$ cat src/rtl/mem_arbiter_pkg.sv
// mem_arbiter_pkg: shared types for the two-master memory arbiter
// and for future bus blocks that reuse the request bundle.
package mem_arbiter_pkg;

    localparam int NUM_MASTERS = 2;

    typedef enum logic {
        ARB_IDLE = 1'b0,
        ARB_BUSY = 1'b1
    } arb_state_t;

    typedef struct packed {
        logic        valid;
        logic        instr;
        logic [31:0] addr;
        logic [31:0] wdata;
        logic [3:0]  wstrb;
    } mem_req_t;

    // A lone requester always wins; a tie goes to the other master
    // than last time, or to master 0 in fixed-priority mode.
    function automatic logic pick_winner(
        input logic [NUM_MASTERS-1:0] valid,
        input logic                   last,
        input logic                   rr
    );
        logic w;
        w = 1'b0;
        unique case (1'b1)
            (&valid):         w = rr ? ~last : 1'b0;
            (valid == 2'b10): w = 1'b1;
            default:          w = 1'b0;
        endcase
        return w;
    endfunction

endpackage

$ cat src/rtl/mem_arbiter_picker.sv
// rr_picker: chooses the next owner of the memory port and
// remembers the last owner for round-robin fairness.
module rr_picker
    import mem_arbiter_pkg::*;
#(
    parameter bit ROUND_ROBIN = 1'b1
) (
    input  logic                   clk,
    input  logic                   reset,
    input  logic [NUM_MASTERS-1:0] valid,
    input  logic                   capture,
    output logic                   winner
);

    logic last_grant;

    assign winner = pick_winner(valid, last_grant, ROUND_ROBIN);

    // Reset value 1 makes the first contended grant go to master 0.
    always_ff @(posedge clk or negedge reset) begin
        if (!reset) begin
            last_grant <= 1'b1;
        end else if (capture) begin
            last_grant <= winner;
        end
    end

endmodule

$ cat src/rtl/mem_arbiter.sv
// mem_arbiter: shares one picorv32-style memory port between two
// masters, holding each grant for a whole transaction with a watchdog.
module mem_arbiter
    import mem_arbiter_pkg::*;
#(
    parameter bit          ROUND_ROBIN = 1'b1,
    parameter int unsigned TIMEOUT     = 64
) (
    input  logic                         clk,
    input  logic                         reset,
    input  logic [NUM_MASTERS-1:0]       m_valid,
    input  logic [NUM_MASTERS-1:0]       m_instr,
    input  logic [NUM_MASTERS-1:0][31:0] m_addr,
    input  logic [NUM_MASTERS-1:0][31:0] m_wdata,
    input  logic [NUM_MASTERS-1:0][3:0]  m_wstrb,
    output logic [NUM_MASTERS-1:0]       m_ready,
    output logic [31:0]                  m_rdata,
    output logic                         m_error,
    output logic                         mem_valid,
    output logic                         mem_instr,
    output logic [31:0]                  mem_addr,
    output logic [31:0]                  mem_wdata,
    output logic [3:0]                   mem_wstrb,
    input  logic                         mem_ready,
    input  logic [31:0]                  mem_rdata,
    output logic                         grant
);

    localparam int WD_W = $clog2(TIMEOUT);
    localparam logic [WD_W-1:0] WD_LAST = WD_W'(TIMEOUT - 1);

    arb_state_t      state;
    mem_req_t        req;
    logic [WD_W-1:0] wd_cnt;
    logic            winner;
    logic            capture;
    logic            done;
    logic            expired;

    assign capture = (state == ARB_IDLE) && (|m_valid);
    assign done    = (state == ARB_BUSY) && mem_ready;
    // A late acknowledge in the final cycle still counts as success.
    assign expired = (state == ARB_BUSY) && !mem_ready
                     && (wd_cnt == WD_LAST);

    rr_picker #(
        .ROUND_ROBIN (ROUND_ROBIN)
    ) u_picker (
        .clk     (clk),
        .reset   (reset),
        .valid   (m_valid),
        .capture (capture),
        .winner  (winner)
    );

    always_ff @(posedge clk or negedge reset) begin
        if (!reset) begin
            state  <= ARB_IDLE;
            req    <= '0;
            wd_cnt <= '0;
            grant  <= 1'b0;
        end else begin
            unique case (state)
                ARB_IDLE: begin
                    if (capture) begin
                        req.valid <= 1'b1;
                        req.instr <= m_instr[winner];
                        req.addr  <= m_addr[winner];
                        req.wdata <= m_wdata[winner];
                        req.wstrb <= m_wstrb[winner];
                        grant     <= winner;
                        wd_cnt    <= '0;
                        state     <= ARB_BUSY;
                    end
                end
                ARB_BUSY: begin
                    if (done || expired) begin
                        req.valid <= 1'b0;
                        state     <= ARB_IDLE;
                    end else begin
                        wd_cnt <= wd_cnt + WD_W'(1);
                    end
                end
                default: state <= ARB_IDLE;
            endcase
        end
    end

    always_comb begin
        m_ready = '0;
        m_rdata = '0;
        m_error = 1'b0;
        if (done) begin
            m_ready[grant] = 1'b1;
            m_rdata        = mem_rdata;
        end else if (expired) begin
            m_ready[grant] = 1'b1;
            m_error        = 1'b1;
        end
    end

    assign mem_valid = req.valid;
    assign mem_instr = req.instr;
    assign mem_addr  = req.addr;
    assign mem_wdata = req.wdata;
    assign mem_wstrb = req.wstrb;

endmodule

$ cat config.mk
export PLATFORM = sky130hd
export DESIGN_NAME = mem_arbiter
export DESIGN_NICKNAME = d
export VERILOG_FILES = /design/src/rtl/mem_arbiter_pkg.sv /design/src/rtl/mem_arbiter_picker.sv /design/src/rtl/mem_arbiter.sv
export SDC_FILE = /design/constraint.sdc
export NUM_CORES = 1
export LEC_CHECK = 0
export CORE_AREA = 2 2 108 110
export CTS_CLUSTER_SIZE = 12
export DETAILED_ROUTE_END_ITERATION = 12
export DIE_AREA = 0 0 110 112
export PLACE_DENSITY = 0.82
export SYNTH_ARGS = -nofsm -noshare
export SYNTH_HDL_FRONTEND = slang
export SYNTH_SLANG_ARGS = --single-unit
$ cat constraint.sdc
create_clock -name clk -period 3.1 [get_ports clk]
set_clock_uncertainty 0.05 [all_clocks]
set_input_delay 0.62 -clock clk [delete_from_list [all_inputs] [get_ports clk]]
set_output_delay 0.62 -clock clk [all_outputs]
set_load 0.02 [all_outputs]
==> metrics <==
hold crit path type=in -> async; Post-synth ARST share=100%; Post-Syn Area=3920 um^2; required time worst endpoint=2430 ps; XOR/XNOR Fraction of Synth Area=0.223%; Worst VDD drop=0.000362 V; Synth Instances=395; kind of critical path=in -> out; Final Wtd Congestion=0.778; Crit path largest cell delay=630 ps; Synth Register Bits=79; Die Width=110 um; Routed Antenna Nets=0; initial core utilization=35.1%; final hold violations=0; Routed WL per cell=15.5 um; Via-to-Cell Ratio=4.77; Max Cap Viol=0; vias in the first global route=3879; most frequent cells in the layout=clkdlybuf4s50_1, dfrtp_1, nand2_1; final setup fails=0; WP depth=5; multiplexer share of the synthesized area=17.9%; post-route setup slack=233 ps; status=completed; flop2flop setup slack=1150 ps; DRT iter0 DRCs=121; Max-slew headroom=34.7%; Synth Area in Simple Gates=14.8%; Final Max Slew Viols=0; critical path peak fanout=35; CTS tree=yes; DRC viols=0; Ys Warns=0; H-tree Lvls=3; Tmin final=2870 ps; Post-Route WL=12500 um; number of post-CTS setup repair buffers=0; TritonCTS Buffers=9; largest family of logic cells by synthesized area=multiplexers; CP max-delay cell=clkdlybuf4s50_1; CP Capture Type=output port; RSZ-0062 raised after global routing=no; Seq/Total Area, Yosys=50.4%; reg2reg end=mem_addr[6]$_DFFE_PN0P_; diode count=0; nets@finish=837; root buffer cell=clkbuf_16; io pins=281; layout cells sized above 1=4.20%; Leakage=3.30 nW; family with the most delay on the worst path=buffers and inverters; clk slew on worst S/H paths=60 ps; gr usage total=20.1%; port bufs=280; Place WS=211 ps; dominant synthesized flop cell=dfrtp_1; initial antenna violation count=0; worst path arrival time=2200 ps; Critical Path Most Common Cell=clkdlybuf4s50_1; number of fill cells=907; worst r2r src=state$_DFF_PN0_; crit path buf inv count=3; commonest non-fill, non-tap cell in the layout=clkdlybuf4s50_1; clk_lat worst skew=320 ps; setup_tns=0 ps; drt pass-1 iters=4; maximum clock path buffer count=2; die area=12300 um^2; Die Ht=112 um; CTS Hold Bufs=0; total gr overflow=0; Synth Area in Adders=0.319%; Worst setup SP type=input port; post-CTS sizing=0; num rows=39; pin count of the biggest net entering global routing=85; Cell variety after synth=32; CTS sink count=79; area delta synth->final=83.1%; worst-path cell chain=clkdlybuf4s50_1 -> buf_12 -> nand2b_4 -> nor2_1 -> clkdlybuf4s50_1; syn nets=571; Post-synth EDFFs=0; fin crit share=92.5%; core area=11200 um^2; post-synthesis compound-gate area fraction=11.9%; global-route wire length before repair=19300 um; R2R cell count=5; worst-margin pin slew=980 ps; pwr/cell area=772 nW/um^2; syn_area_per_cell=9.93 um^2; Detailed Place HPWL=9960 um; total number of vias=3856; Max Clock Freq=349 MHz
[metal layers]
layer	wire length [um]	GRT usage (%)	up-vias	part of all wire, %
met2	6590	36.6	143	53
li1	-	-	1906	-
met3	1030	5.04	14	8.2
met4	141	5.32	0	1.1
met5	0	0	-	0
met1	4750	22.8	1793	38
[how the worst max path moves through the flow]
| stage | startpoint | end | slack, ps |
|---|---|---|---|
| after floorplan | wd_cnt[0]$_DFFE_PN0P_ | m_error | 1240 |
| after global placement | mem_ready | m_error | 240 |
| after detailed placement | mem_ready | m_error | 210 |
| after CTS | state$_DFF_PN0_ | m_ready[1] | 150 |
| after global routing | wd_cnt[0]$_DFFE_PN0P_ | m_ready[0] | 160 |
| final | mem_ready | m_error | 230 |
[sequential cells by signal, indices dropped and copies added, names as in the netlist]
signal               cells
grant                    1
u_picker.last_grant      1
mem_wdata               32
mem_valid                1
mem_addr                32
wd_cnt                   6
state                    1
mem_instr                1
mem_wstrb                4
[through the flow]
step	total power, mW	hold slack, ps	cell area (um^2)	utilization, %	std cells
after floorplan	3.03	274	3920	-	395
after global placement	4.35	416	6850	61.3	793
after detailed placement	4.44	424	6850	61.3	793
after CTS	5.62	437	7180	64.3	809
after global routing	5.87	451	7190	64.3	809
final	5.54	384	7190	64.3	809
[kinds of logic (layout without fill, tap and decap cells)]
family                     count (synthesis)  in the layout
AOI/OAI and AO/OA                         87             87
xor gates and xnor gates                   1              1
adders and majority gates                  1              1
buffers and inverters                     33            304
DFF                                       79             79
muxes                                     70             70
and+or+nand+nor                          124            124
[Yosys cell counts, types with 2 or more instances]
| library cell | count | area [um^2] |
|---|---|---|
| a21oi_1 | 4 | 20.0 |
| and3_1 | 33 | 206 |
| buf_2 | 7 | 35.0 |
| buf_4 | 10 | 75.1 |
| clkbuf_1 | 12 | 45.0 |
| dfrtp_1 | 78 | 1950 |
| inv_1 | 3 | 11.3 |
| mux2i_1 | 70 | 701 |
| nand2_1 | 76 | 285 |
| nand3_1 | 2 | 10.0 |
| nor2_1 | 6 | 22.5 |
| o21ai_1 | 72 | 360 |
| o22ai_1 | 3 | 18.8 |
[power breakdown]
group	switching, mW	internal [mW]	total (mW)	leakage, nW
Sequential	0.263	1.47	1.74	0.978
Clock	0.400	0.752	1.15	0.159
Combinational	1.34	1.32	2.66	2.17
Total	2.00	3.55	5.54	3.30
[final cells by class]
type / instances / area, um^2 / area share [%]
Timing Repair Buffer: 285 / 2900 / 40.4
Tap cell: 143 / 179 / 2.49
Multi-Input combinational cell: 283 / 1780 / 24.8
Sequential cell: 79 / 1980 / 27.5
Clock inverter: 4 / 76.3 / 1.06
Inverter: 3 / 11.3 / 0.157
Clock buffer: 12 / 256 / 3.57
Note: power is estimated with default switching activity, not from simulation.
